[src/rtl/l2_tcdm_arbiter.sv]
// Round-robin arbiter sharing one L2 TCDM slave port between NB_MASTERS masters,
// with optional per-master burst lock and fixed-latency response routing.
module l2_tcdm_arbiter #(
    parameter int NB_MASTERS   = 2,
    parameter int ADDR_WIDTH   = 32,
    parameter int DATA_WIDTH   = 32,
    parameter int BE_WIDTH     = DATA_WIDTH / 8,
    parameter int RESP_LATENCY = 1,
    parameter int ID_W         = $clog2(NB_MASTERS)
) (
    input  logic                             clk_i,
    input  logic                             rst_ni,
    input  logic [NB_MASTERS-1:0]            m_req_i,
    input  logic [NB_MASTERS-1:0]            m_lock_i,
    input  logic [NB_MASTERS*ADDR_WIDTH-1:0] m_add_i,
    input  logic [NB_MASTERS-1:0]            m_wen_i,
    input  logic [NB_MASTERS*DATA_WIDTH-1:0] m_wdata_i,
    input  logic [NB_MASTERS*BE_WIDTH-1:0]   m_be_i,
    output logic [NB_MASTERS-1:0]            m_gnt_o,
    output logic [NB_MASTERS*DATA_WIDTH-1:0] m_r_rdata_o,
    output logic [NB_MASTERS-1:0]            m_r_valid_o,
    output logic                             s_req_o,
    output logic [ADDR_WIDTH-1:0]            s_add_o,
    output logic                             s_wen_o,
    output logic [DATA_WIDTH-1:0]            s_wdata_o,
    output logic [BE_WIDTH-1:0]              s_be_o,
    input  logic                             s_gnt_i,
    input  logic [DATA_WIDTH-1:0]            s_r_rdata_i
);

    logic [ID_W-1:0]         rr_ptr;
    logic [ID_W-1:0]         rr_next;
    logic [ID_W-1:0]         lock_owner;
    logic                    lock_owner_vld;
    logic [ID_W-1:0]         winner;
    logic                    found;
    logic                    handshake;
    int                      idx;
    logic [RESP_LATENCY-1:0] pipe_vld;
    logic [ID_W-1:0]         pipe_id [RESP_LATENCY];

    // A live lock owner wins outright; otherwise scan from rr_ptr with wrap.
    always_comb begin
        winner = rr_ptr;
        found  = 1'b0;
        idx    = 0;
        if (lock_owner_vld && m_req_i[lock_owner]) begin
            winner = lock_owner;
        end else begin
            for (int i = 0; i < NB_MASTERS; i++) begin
                idx = (int'(rr_ptr) + i) % NB_MASTERS;
                if (!found && m_req_i[idx]) begin
                    winner = ID_W'(idx);
                    found  = 1'b1;
                end
            end
        end
    end

    assign handshake = m_req_i[winner] & s_gnt_i;
    assign rr_next   = (int'(winner) == NB_MASTERS - 1) ? '0 : winner + 1'b1;
    assign s_req_o   = |m_req_i;

    always_comb begin
        s_add_o   = '0;
        s_wen_o   = 1'b0;
        s_wdata_o = '0;
        s_be_o    = '0;
        if (|m_req_i) begin
            s_add_o   = m_add_i[int'(winner)*ADDR_WIDTH +: ADDR_WIDTH];
            s_wen_o   = m_wen_i[winner];
            s_wdata_o = m_wdata_i[int'(winner)*DATA_WIDTH +: DATA_WIDTH];
            s_be_o    = m_be_i[int'(winner)*BE_WIDTH +: BE_WIDTH];
        end
    end

    always_comb begin
        m_gnt_o     = '0;
        m_r_valid_o = '0;
        for (int k = 0; k < NB_MASTERS; k++) begin
            m_gnt_o[k]     = (winner == ID_W'(k)) & m_req_i[k] & s_gnt_i;
            m_r_valid_o[k] = pipe_vld[RESP_LATENCY-1] & (pipe_id[RESP_LATENCY-1] == ID_W'(k));
        end
    end

    assign m_r_rdata_o = {NB_MASTERS{s_r_rdata_i}};

    // A locking handshake pins the owner without advancing rr_ptr.
    always_ff @(posedge clk_i or negedge rst_ni) begin
        if (!rst_ni) begin
            rr_ptr         <= '0;
            lock_owner     <= '0;
            lock_owner_vld <= 1'b0;
        end else if (handshake) begin
            if (m_lock_i[winner]) begin
                lock_owner     <= winner;
                lock_owner_vld <= 1'b1;
            end else begin
                lock_owner_vld <= 1'b0;
                rr_ptr         <= rr_next;
            end
        end else if (lock_owner_vld && !m_req_i[lock_owner]) begin
            lock_owner_vld <= 1'b0;
        end
    end

    always_ff @(posedge clk_i or negedge rst_ni) begin
        if (!rst_ni) begin
            pipe_vld <= '0;
            pipe_id  <= '{default: '0};
        end else begin
            pipe_vld[0] <= handshake;
            pipe_id[0]  <= winner;
            for (int i = 1; i < RESP_LATENCY; i++) begin
                pipe_vld[i] <= pipe_vld[i-1];
                pipe_id[i]  <= pipe_id[i-1];
            end
        end
    end

endmodule

[config.mk]
export PLATFORM = sky130hd
export DESIGN_NAME = l2_tcdm_arbiter
export DESIGN_NICKNAME = d
export VERILOG_FILES = /design/src/rtl/l2_tcdm_arbiter.sv
export SDC_FILE = /design/constraint.sdc
export NUM_CORES = 1
export LEC_CHECK = 0
export CAP_MARGIN = 15
export CORE_AREA = 5 5 118 120
export DETAILED_ROUTE_END_ITERATION = 6
export DIE_AREA = 0 0 123 125
export GPL_ROUTABILITY_DRIVEN = 0
export SLEW_MARGIN = 20
export SYNTH_ARGS = -nofsm -noshare
export SYNTH_HDL_FRONTEND = slang
export SYNTH_SLANG_ARGS = --single-unit
[constraint.sdc]
create_clock -name clk_i -period 1.9 [get_ports clk_i]
set_input_delay 0.285 -clock clk_i [delete_from_list [all_inputs] [get_ports clk_i]]
set_output_delay 0.285 -clock clk_i [all_outputs]
set_load 0.01 [all_outputs]
==> metrics.csv <==
metric;value;unit
status;complete, but fails checks;
failing checks;setup timing;
Final Setup Violations;71;
DIE AREA;0.01538;sq mm
Clock Latency Late Sink;230;ps
crit-path max cell delay;460;ps
Synth area leaders;o221ai_1, o211ai_1, buf_4;
# diodes;0;
max-slew violation count;0;
first-pass GRT wire length;23.49;mm
CP top delay family;flip-flops;
port buffer count;218;
number of flops mapped to enable cells by yosys;0;
Clock transition at path regs;30;ps
post-DR vias/cell;5.462;
via count;3982;
setup TNS;-5716;ps
Max Cap Viol;0;
CTS tree;done;
initial core utilization;19.55;%
top-count cell post-synth;a21oi_1;
clk root buf;clkbuf_16;
Critical-path top delay cell;dfrtp_2;
DP HPWL;9.856;mm
Async SR Flop Fraction;100.0;%
met3 GRT Util;5.194;%
crit path time final;2053;ps
share of the synthesized area in the top cell type;24.01;%
Seq/Total Area, Yosys;4.970;%
Max clock buf depth;2;
data required time of the worst path;1620;ps
cells after synthesis;363;
clk_skew;2.425;ps
Die Span Y;125;microns
drt total wl;16.93;mm
Setup WS post-layout;-152.6;ps
clk sinks;5;
Max VDD drop;0.3601;mV
P&R area growth vs syn;127.2;%
final instance area;0.005719;sq mm
CP Cell Sequence;mux2_4, buf_4, o22ai_4, inv_2, and3_1, buf_6;
Routed Antenna Nets;0;
Buf/Inv on CP;3;
H-tree depth;1;
cell taking the most area after synthesis;o221ai_1;
Wirelength per Cell;23.22;microns
Rel. slew slack;73.07;%
share of post-route cells with drive strength above 1;41.05;%
core area;0.01287;sq mm
worst slack at placement;-555.5;ps
top_reg_cell synth;dfrtp_1;
Critical Path AT;1770;ps
grt peak-use layer;met2;
Crit Path Max Fanout;9;
static leakage;0.002088;uW
Achievable Freq;487.2;MHz
Distinct cells, synth;25;
initial antenna violation count;0;
PD cells;760.6;mW/mm^2
top post-synthesis cells by count;a21oi_1, o211ai_1, o221ai_1;
met1 Usage GRT;23.54;%
met2 Resource Use GR;33.42;%
RSZ-0062 raised after global routing;true;
number of remaining DRC errors;0;
die width;123;microns
Setup crit end kind;primary output;
measured slew at the worst slew-check pin;404.0;ps
Overall Global Routing Usage;19.36;%
Placed Area;0.004631;sq mm
largest net degree at the start of global routing;36;
CP Launch Type;flop;
final hold vios;0;
fin util;44.42;%
row cnt;42;
CTS Buf Count;3;
vias in the first global route;4161;
HP Class;in2async;
Synth Net Count;540;
critical path class;reg2out;
Multi-input gate area;0.002001;sq mm
synthesized cell area;0.002517;sq mm
post-synthesis register bit count;5;
Overall Power;4350;uW
crit share post-route;108.0;%
grt total ovfl;0;
nets;731;
register area;127.6;sq um
Yosys warnings;0;
syn avg cell area;6.935;sq um
initial DRC count;280;
Hold-fix buffers, CTS;0;
number of iterations in the first detailed-routing pass;5;
# fillers;1264;
I/O pins;315;
==> worst paths after layout <==
check,to,slack (ps),from,cells after the start
worst min-delay path,pipe_id,280,rst_ni,1
min in group clk_i,m_r_rdata_o[14],570,s_r_rdata_i[14],0
max in group asynchronous,rr_ptr,1420,rst_ni,1
worst min register to register,lock_owner_vld,710,lock_owner_vld,3
worst max register to register,lock_owner_vld,270,rr_ptr,6
worst max-delay path,m_gnt_o[1],-150,rr_ptr,6
==> power breakdown <==
| group | total, uW | switching [uW] | internal [uW] |
|---|---|---|---|
| sequential | 170 | 37.1 | 133 |
| combinational | 3840 | 1840 | 2000 |
| clock | 342 | 64.2 | 278 |
| total | 4350 | 1940 | 2410 |
==> logic make-up after synthesis <==
kind of cell,share of synthesized area (%)
simple gates,1.739
mux,1.441
flops,4.970
buf+inv,30.62
compound gates,61.23
==> metal layers <==
| layer | part of all wire [%] | vias up |
|---|---|---|
| met2 | 49 | 259 |
| met3 | 9.5 | 47 |
| met4 | 3.2 | 0 |
| met1 | 38 | 1877 |
| li1 | - | 1799 |
| met5 | 0 | - |
==> what timing repair did <==
item                                    CTS  global route
pin swaps                                47            57
cloned                                   12             7
resized for setup                       347            51
endpoints found under the setup margin   72            71
buffers inserted                         40             9
==> registers in the layout, summed over array words and instances (netlist names) <==
register,flops
lock_owner,1
lock_owner_vld,1
pipe_id,1
pipe_vld,1
rr_ptr,1
==> layout make-up <==
type | count | area share, %
inverter | 6 | 0.4813
sequential | 5 | 2.231
multi-input combinational | 228 | 34.98
tap | 176 | 3.850
timing repair buffer | 310 | 57.08
clock buffer | 4 | 1.378
==> metrics by stage <==
stage          cells  hold WS, ps
2_1_floorplan    363       -10.59
3_5_place_dp     664        520.2
5_1_grt          729        296.5
6_report         729        277.0
3_3_place_gp     664        515.4
4_1_cts          718        282.3
==> layout by cell type (no fill, tap or decap), types with 2 or more instances in the layout <==
master	count
buf_16	10
dlygate4sd2_1	2
buf_12	27
clkbuf_16	7
and3_1	2
inv_2	2
o221ai_2	35
dfrtp_2	2
o221ai_1	29
buf_8	6
a21oi_1	63
o21ai_0	3
inv_1	3
o221ai_4	5
o211ai_1	70
dfrtp_1	3
buf_6	19
buf_2	70
clkdlybuf4s50_1	144
buf_4	27
a21oi_2	8
Power figures use the tool's default switching activity.
